$ cat src/rtl/pico_pkg.sv
// Shared types and sizing for the PicoMIPS register file and writeback stage.
// N/NREG live here so the package, interface and RTL always agree on widths.
package pico_pkg;
    localparam int N    = 8;
    localparam int NREG = 8;
    localparam int AW   = $clog2(NREG);

    typedef logic [AW-1:0]       reg_addr_t;
    typedef logic signed [N-1:0] data_t;

    localparam reg_addr_t R0      = '0;
    localparam reg_addr_t OUT_REG = reg_addr_t'(NREG - 1);

    typedef struct packed {
        logic      valid;
        reg_addr_t addr;
        data_t     data;
    } wb_stage_t;
endpackage

$ cat src/rtl/pico_regfile_wb_if.sv
// Writeback request, two read ports and status outputs of the PicoMIPS register file.
// The datapath side uses master; the register file uses slave.
interface pico_regfile_wb_if;
    import pico_pkg::*;

    logic      wb_valid;
    reg_addr_t wb_addr;
    data_t     wb_data;
    reg_addr_t ra_addr;
    reg_addr_t rb_addr;
    data_t     ra_data;
    data_t     rb_data;
    logic      hazard;
    data_t     out_reg;

    modport master (
        output wb_valid, wb_addr, wb_data, ra_addr, rb_addr,
        input  ra_data, rb_data, hazard, out_reg
    );

    modport slave (
        input  wb_valid, wb_addr, wb_data, ra_addr, rb_addr,
        output ra_data, rb_data, hazard, out_reg
    );
endinterface

$ cat src/rtl/pico_regarray.sv
// NREG x N register array: one synchronous write port, two asynchronous read ports.
// r0 is never written and always reads as zero; synchronous reset clears every entry.
module pico_regarray
    import pico_pkg::*;
(
    input  logic      clk_i,
    input  logic      rst_i,
    input  logic      we_i,
    input  reg_addr_t waddr_i,
    input  data_t     wdata_i,
    input  reg_addr_t raddr_a_i,
    input  reg_addr_t raddr_b_i,
    output data_t     rdata_a_o,
    output data_t     rdata_b_o
);
    data_t mem_q [NREG];

    // Reset wins over a write on the same edge, so a pending commit is dropped.
    always_ff @(posedge clk_i) begin
        if (rst_i) begin
            for (int i = 0; i < NREG; i++) begin
                mem_q[i] <= '0;
            end
        end else if (we_i && (waddr_i != R0)) begin
            mem_q[waddr_i] <= wdata_i;
        end
    end

    assign rdata_a_o = (raddr_a_i == R0) ? data_t'(0) : mem_q[raddr_a_i];
    assign rdata_b_o = (raddr_b_i == R0) ? data_t'(0) : mem_q[raddr_b_i];
endmodule

$ cat src/rtl/pico_regfile_wb.sv
// Register file plus one-deep writeback stage; writes land in the array two edges after presentation.
// Optional BYPASS_EN forwards the staged value to the read ports and ties hazard low.
module pico_regfile_wb
    import pico_pkg::*;
(
    input  logic                     clk,
    input  logic                     reset,
    pico_regfile_wb_if.slave         bus
);
    wb_stage_t stage_q, stage_d;
    data_t     out_reg_q;
    data_t     arr_a, arr_b;

    always_comb begin
        stage_d       = '0;
        stage_d.valid = bus.wb_valid && (bus.wb_addr != R0);
        stage_d.addr  = bus.wb_addr;
        stage_d.data  = bus.wb_data;
    end

    always_ff @(posedge clk) begin
        if (reset) begin
            stage_q   <= '0;
            out_reg_q <= '0;
        end else begin
            stage_q <= stage_d;
            if (stage_q.valid && (stage_q.addr == OUT_REG)) begin
                out_reg_q <= stage_q.data;
            end
        end
    end

    pico_regarray u_regarray (
        .clk_i     (clk),
        .rst_i     (reset),
        .we_i      (stage_q.valid),
        .waddr_i   (stage_q.addr),
        .wdata_i   (stage_q.data),
        .raddr_a_i (bus.ra_addr),
        .raddr_b_i (bus.rb_addr),
        .rdata_a_o (arr_a),
        .rdata_b_o (arr_b)
    );

`ifdef BYPASS_EN
    // stage_q.valid already excludes r0, so r0 can never be forwarded.
    assign bus.ra_data = (stage_q.valid && (stage_q.addr == bus.ra_addr)) ? stage_q.data : arr_a;
    assign bus.rb_data = (stage_q.valid && (stage_q.addr == bus.rb_addr)) ? stage_q.data : arr_b;
    assign bus.hazard  = 1'b0;
`else
    assign bus.ra_data = arr_a;
    assign bus.rb_data = arr_b;
    assign bus.hazard  = stage_q.valid &&
                         ((stage_q.addr == bus.ra_addr) || (stage_q.addr == bus.rb_addr));
`endif

    assign bus.out_reg = out_reg_q;
endmodule

$ cat src/flat_wrapper.sv
// flat-port wrapper written by rule: the top's interface ports become plain ports
module pico_regfile_wb_flat import pico_pkg::*;
  (clk, reset, bus_wb_valid, bus_wb_addr, bus_wb_data, bus_ra_addr, bus_rb_addr, bus_ra_data, bus_rb_data, bus_hazard, bus_out_reg);
  pico_regfile_wb_if bus_i ();
  input  logic clk;
  input  logic reset;
  input wire logic [$bits(bus_i.wb_valid)-1:0] bus_wb_valid;
  input wire logic [$bits(bus_i.wb_addr)-1:0] bus_wb_addr;
  input wire logic [$bits(bus_i.wb_data)-1:0] bus_wb_data;
  input wire logic [$bits(bus_i.ra_addr)-1:0] bus_ra_addr;
  input wire logic [$bits(bus_i.rb_addr)-1:0] bus_rb_addr;
  output wire logic [$bits(bus_i.ra_data)-1:0] bus_ra_data;
  output wire logic [$bits(bus_i.rb_data)-1:0] bus_rb_data;
  output wire logic [$bits(bus_i.hazard)-1:0] bus_hazard;
  output wire logic [$bits(bus_i.out_reg)-1:0] bus_out_reg;
  assign bus_i.wb_valid = bus_wb_valid;
  assign bus_i.wb_addr = bus_wb_addr;
  assign bus_i.wb_data = bus_wb_data;
  assign bus_i.ra_addr = bus_ra_addr;
  assign bus_i.rb_addr = bus_rb_addr;
  assign bus_ra_data = bus_i.ra_data;
  assign bus_rb_data = bus_i.rb_data;
  assign bus_hazard = bus_i.hazard;
  assign bus_out_reg = bus_i.out_reg;
  pico_regfile_wb u_core (.clk(clk), .reset(reset), .bus(bus_i));
endmodule
$ cat config.mk
export PLATFORM = sky130hd
export DESIGN_NAME = pico_regfile_wb_flat
export DESIGN_NICKNAME = d
export VERILOG_FILES = /design/src/rtl/pico_pkg.sv /design/src/rtl/pico_regfile_wb_if.sv /design/src/rtl/pico_regarray.sv /design/src/rtl/pico_regfile_wb.sv /design/src/flat_wrapper.sv
export SDC_FILE = /design/constraint.sdc
export NUM_CORES = 1
export LEC_CHECK = 0
export ABC_CLOCK_PERIOD_IN_PS = 2050
export BUFFER_PORTS_ARGS = -buffer_cell sky130_fd_sc_hd__buf_4
export CORE_ASPECT_RATIO = 0.8
export CORE_MARGIN = 2
export CORE_UTILIZATION = 58
export CTS_CLUSTER_SIZE = 8
export DETAILED_ROUTE_END_ITERATION = 10
export PLACE_DENSITY = 0.8
export SLEW_MARGIN = 20
export SYNTH_ARGS = -nofsm -noshare
export SYNTH_HDL_FRONTEND = slang
export SYNTH_SLANG_ARGS = --single-unit
$ cat constraint.sdc
create_clock -name clk -period 2.05 [get_ports clk]
set_clock_uncertainty 0.15 [all_clocks]
set_input_delay 0.1025 -clock clk [delete_from_list [all_inputs] [get_ports clk]]
set_output_delay 0.1025 -clock clk [all_outputs]
set_load 0.01 [all_outputs]
Word-level counts from Yosys, hierarchy flattened
Memories as Yosys holds them, arrays and structs flattened.
Index checks and enable logic that the tools add are counted.
Cells by class
  muxes and demuxes: 10
  reduce and logical (&&, ||, !) cells: 10
  eq/ne operators: 3
Operator list (count)
  8-bit 2-to-1 mux: 3
  8-bit OR reduction: 1
  3-bit equality test: 2
  3-bit zero test: 2
  1-bit 2-to-1 mux: 6
  3-bit nonzero test: 2
  1-bit logical AND: 4
  3-bit equality test, second input constant: 1
  3-bit 2-to-1 mux: 1
  1-bit logical OR: 1
Word-level totals
  register bits: 20
  input bits: 20
  bits in writable memories: 64
  memories kept: 1
  output and inout bits: 25
Memory list
  u_core.u_regarray.mem_q: depth 8, width 8, read ports 2, clocked after Yosys merged registers in 0, wr ports 8, line pico_regarray.sv:16  | data_t mem_q [NREG];

Longest topological paths before layout
  depth after elaboration: 7
  mapped depth: 5

Modules after synthesis
Synthesis repeated with hierarchy kept, for this count alone.
Second synthesis, totals
  cell total of the unflattened synthesis: 317
  area, all modules: 4017.6 µm²
Modules (own cells, without submodules)
  pico_regarray: times used 1, area an instance 3288.2 µm², seq. area each 1681.6 µm², cells an instance 244
  pico_regfile_wb: times used 1, area an instance 729.4 µm², seq. area each 400.4 µm², cells an instance 73

Worst setup path after synthesis
OpenSTA, ideal clock, no wires.
  path type: flip-flop to flip-flop
  start point: register u_core.stage_q[11] in the netlist's numbering
  end point: memory u_core.u_regarray.mem_q[4][0] in the netlist's numbering (enable)
  path buffers: 0
  library setup time: 309 ps
  required time: 1591 ps
  cell stages (with the launch flop): 4
  path slack: 408 ps
  period minus slack after synthesis: 1642 ps
  arrival time: 1183 ps
  path through: dfxtp_1 -> or3b_4 -> nor2_4 -> or2_2
RTL lines
  start: declaration: line pico_regfile_wb.sv:10  | wb_stage_t stage_q, stage_d;
  start signal: assignment: line pico_regfile_wb.sv:26  | stage_q <= stage_d;
  end: declaration: line pico_regarray.sv:16

==> metrics.txt <==
core area 0.00631 sq mm; final wirelength 8400 microns; Buf+Inv Stages, Crit Path 1; total power 3.18 mW; top cell type's share of synthesized area 0.450; setup bufs post-CTS 0; Total GRT Usage 0.263; vias post-DR 2522; Final Hold Viols 0; die area 0.00710 sq mm; CTS Sinks 76; fraction of the mapped netlist area in simple logic gates 0.172; Mean Syn Cell Area 13.2 sq um; RSZ-0062 raised after global routing false; post-synthesis register bit count 76; drt initial violations 212; number of detailed-route iterations in the first pass 4; Worst Path Required 1800 ps; largest family of logic cells by synthesized area simple AND/OR/NAND/NOR gates; Setup violations, final 0; maximum vdd drop 0.000460 V; antenna violations before repair 0; DR DRC count 0; syn nets 304; compound-cell area share of the yosys netlist 0.0854; Adder-Cell Fraction of Synth Area 0; Synth area leader edfxtp_1; die height 75.8 microns; Final Cycle Share 0.909; clock insertion delay at the later pin of the skew report 350 ps; CTS tree yes; Critical Path Max Stage Delay 410 ps; post-synthesis sequential area ratio 0.557; Critical Path End Type output pin; power density cells 701 mW/mm^2; largest net degree at the start of global routing 21; Synth area leaders edfxtp_1, dfxtp_1, and2_1; routed wire length per instance 19.2 microns; Ys Warns 0; Rows 26; placed cell areas 0.00412 sq mm; H-Tree Level Count 3; # port buffers 44; maximum clock path buffer count 2; CTS-repair resized insts 0; Post-synth top flop edfxtp_1; Setup CP Type flop to output pin; type of origin of the critical path flop; vias in the first global route 2612; Num CTS Buffers 9; via/cell ratio 5.77; clk slew on worst S/H paths 80 ps; global placement routability congestion 0.887; share of cells above drive strength 1 0.312; grt total ovfl 0; Post-Synth XOR/XNOR Area 0.00938; max reg flops 56; final instance area 0.00454 sq mm; CTS Hold Buffers Added 23; critical path's slowest cell edfxtp_1; synth cell count leaders and2_1, edfxtp_1, dfxtp_1; Critical Path AT 1610 ps; Initial Util 0.592; cell with the most instances after synthesis and2_1; Hold WC Path Type primary input to flop; Inserted Diodes 0; Nets 369; Cell variety after synth 34; Layout area overhead 21.5%; Async SR Flop Fraction 0; Cell Chain, Critical Path mux2_2, a221oi_1, a21oi_1, buf_4; Pins Over Slew Limit 0; global-route wire length before repair 13300 microns; WHS 40.7 ps; status complete, no violations; minimum clock period after layout 1860 ps; fmax 0.537 GHz; io pins 45; static leakage 1.80 nW; delay-heaviest family, CP flip-flops; worst-margin pin slew 460 ps; Setup TNS 0 ps; synthesized area 0.00373 sq mm; Routed Antenna Nets 0; crit path max fanout 2; Chip Width 93.7 microns; post-synthesis mux area share 0.144; max-cap viol count 0; max_slew headroom 0.692; Clk Tree Root Cell clkbuf_8; number of synthesized flops with an enable pin 56; DP HPWL 5750 microns; Syn Inst Count 284
kinds of logic (layout without fill, tap and decap cells):
group,after synthesis,in the layout
DFF,76,76
buffers and inverters,25,94
AOI/OAI and AO/OA,44,44
xor gates and xnor gates,4,4
and+or+nand+nor,103,103
muxes,32,32
worst paths after layout:
| path | startpoint | endpoint | slack [ps] | cells after the start |
|---|---|---|---|---|
| worst max register to register | u_core.stage_q[11] | u_core.u_regarray.mem_q[4][1] | 190 | 3 |
| worst min-delay path | reset | u_core.stage_q[9] | 40 | 3 |
| worst max-delay path | u_core.u_regarray.mem_q[1][3] | bus_ra_data[3] | 190 | 4 |
| worst min register to register | u_core.bus.out_reg[5] | u_core.bus.out_reg[5] | 340 | 1 |
power breakdown:
| group | leakage [nW] | switching, mW | total, mW | internal (mW) |
|---|---|---|---|---|
| combinational | 0.927 | 0.161 | 0.341 | 0.180 |
| clock | 0.102 | 0.514 | 1.10 | 0.582 |
| sequential | 0.766 | 0.0509 | 1.74 | 1.69 |
layout by cell type (no fill, tap or decap):
cell type,n
a211oi_1,1
nor3_1,1
nand2b_1,2
mux4_2,16
mux2i_1,1
clkinv_2,3
nor2b_2,1
a21oi_1,7
nor3_2,1
nand3b_2,1
o2111ai_1,2
or2_2,6
mux2_2,15
bufinv_16,1
a21o_1,1
a22o_1,8
o21ai_0,9
xnor2_1,4
a22oi_1,9
nor2b_1,12
nor3b_1,1
clkbuf_8,10
dlygate4sd3_1,23
edfxtp_1,56
inv_1,7
buf_4,49
dfxtp_1,20
inv_4,1
and2_1,58
nor2_4,4
nand2_1,11
a41oi_2,1
nor2_1,4
or3b_4,1
a221oi_1,6
per-stage QoR:
step                setup slack [ps]  instances  utilization
floorplan                        408        284            -
global placement                 211        399        0.652
detailed placement               177        399        0.652
CTS                              171        437        0.719
global route                    52.7        437        0.719
finish                           188        437        0.719
cell type report:
cell class	instances	area, sq um
multi-input combinational	183	1540
fill	431	1770
clock inverter	5	51.3
timing repair buffer	72	598
clock buffer	10	138
sequential	76	2080
tap	84	105
inverter	7	26.3
per-layer routing:
metal / part of all wire / GRT usage / vias up / wire length [microns]
met5: 0 / 0 / - / 0
met4: 0.032 / 0.147 / 0 / 267
met3: 0.094 / 0.0504 / 26 / 787
met2: 0.47 / 0.435 / 126 / 3990
met1: 0.40 / 0.337 / 1201 / 3360
li1: - / - / 1169 / -
worst reg2reg max path: stages, from the launching register on:
cell,delay (ps)
dfxtp_1,410
or3b_4,460
nor2_4,230
or2_2,290
No activity file was read; power rests on OpenSTA's default activity.
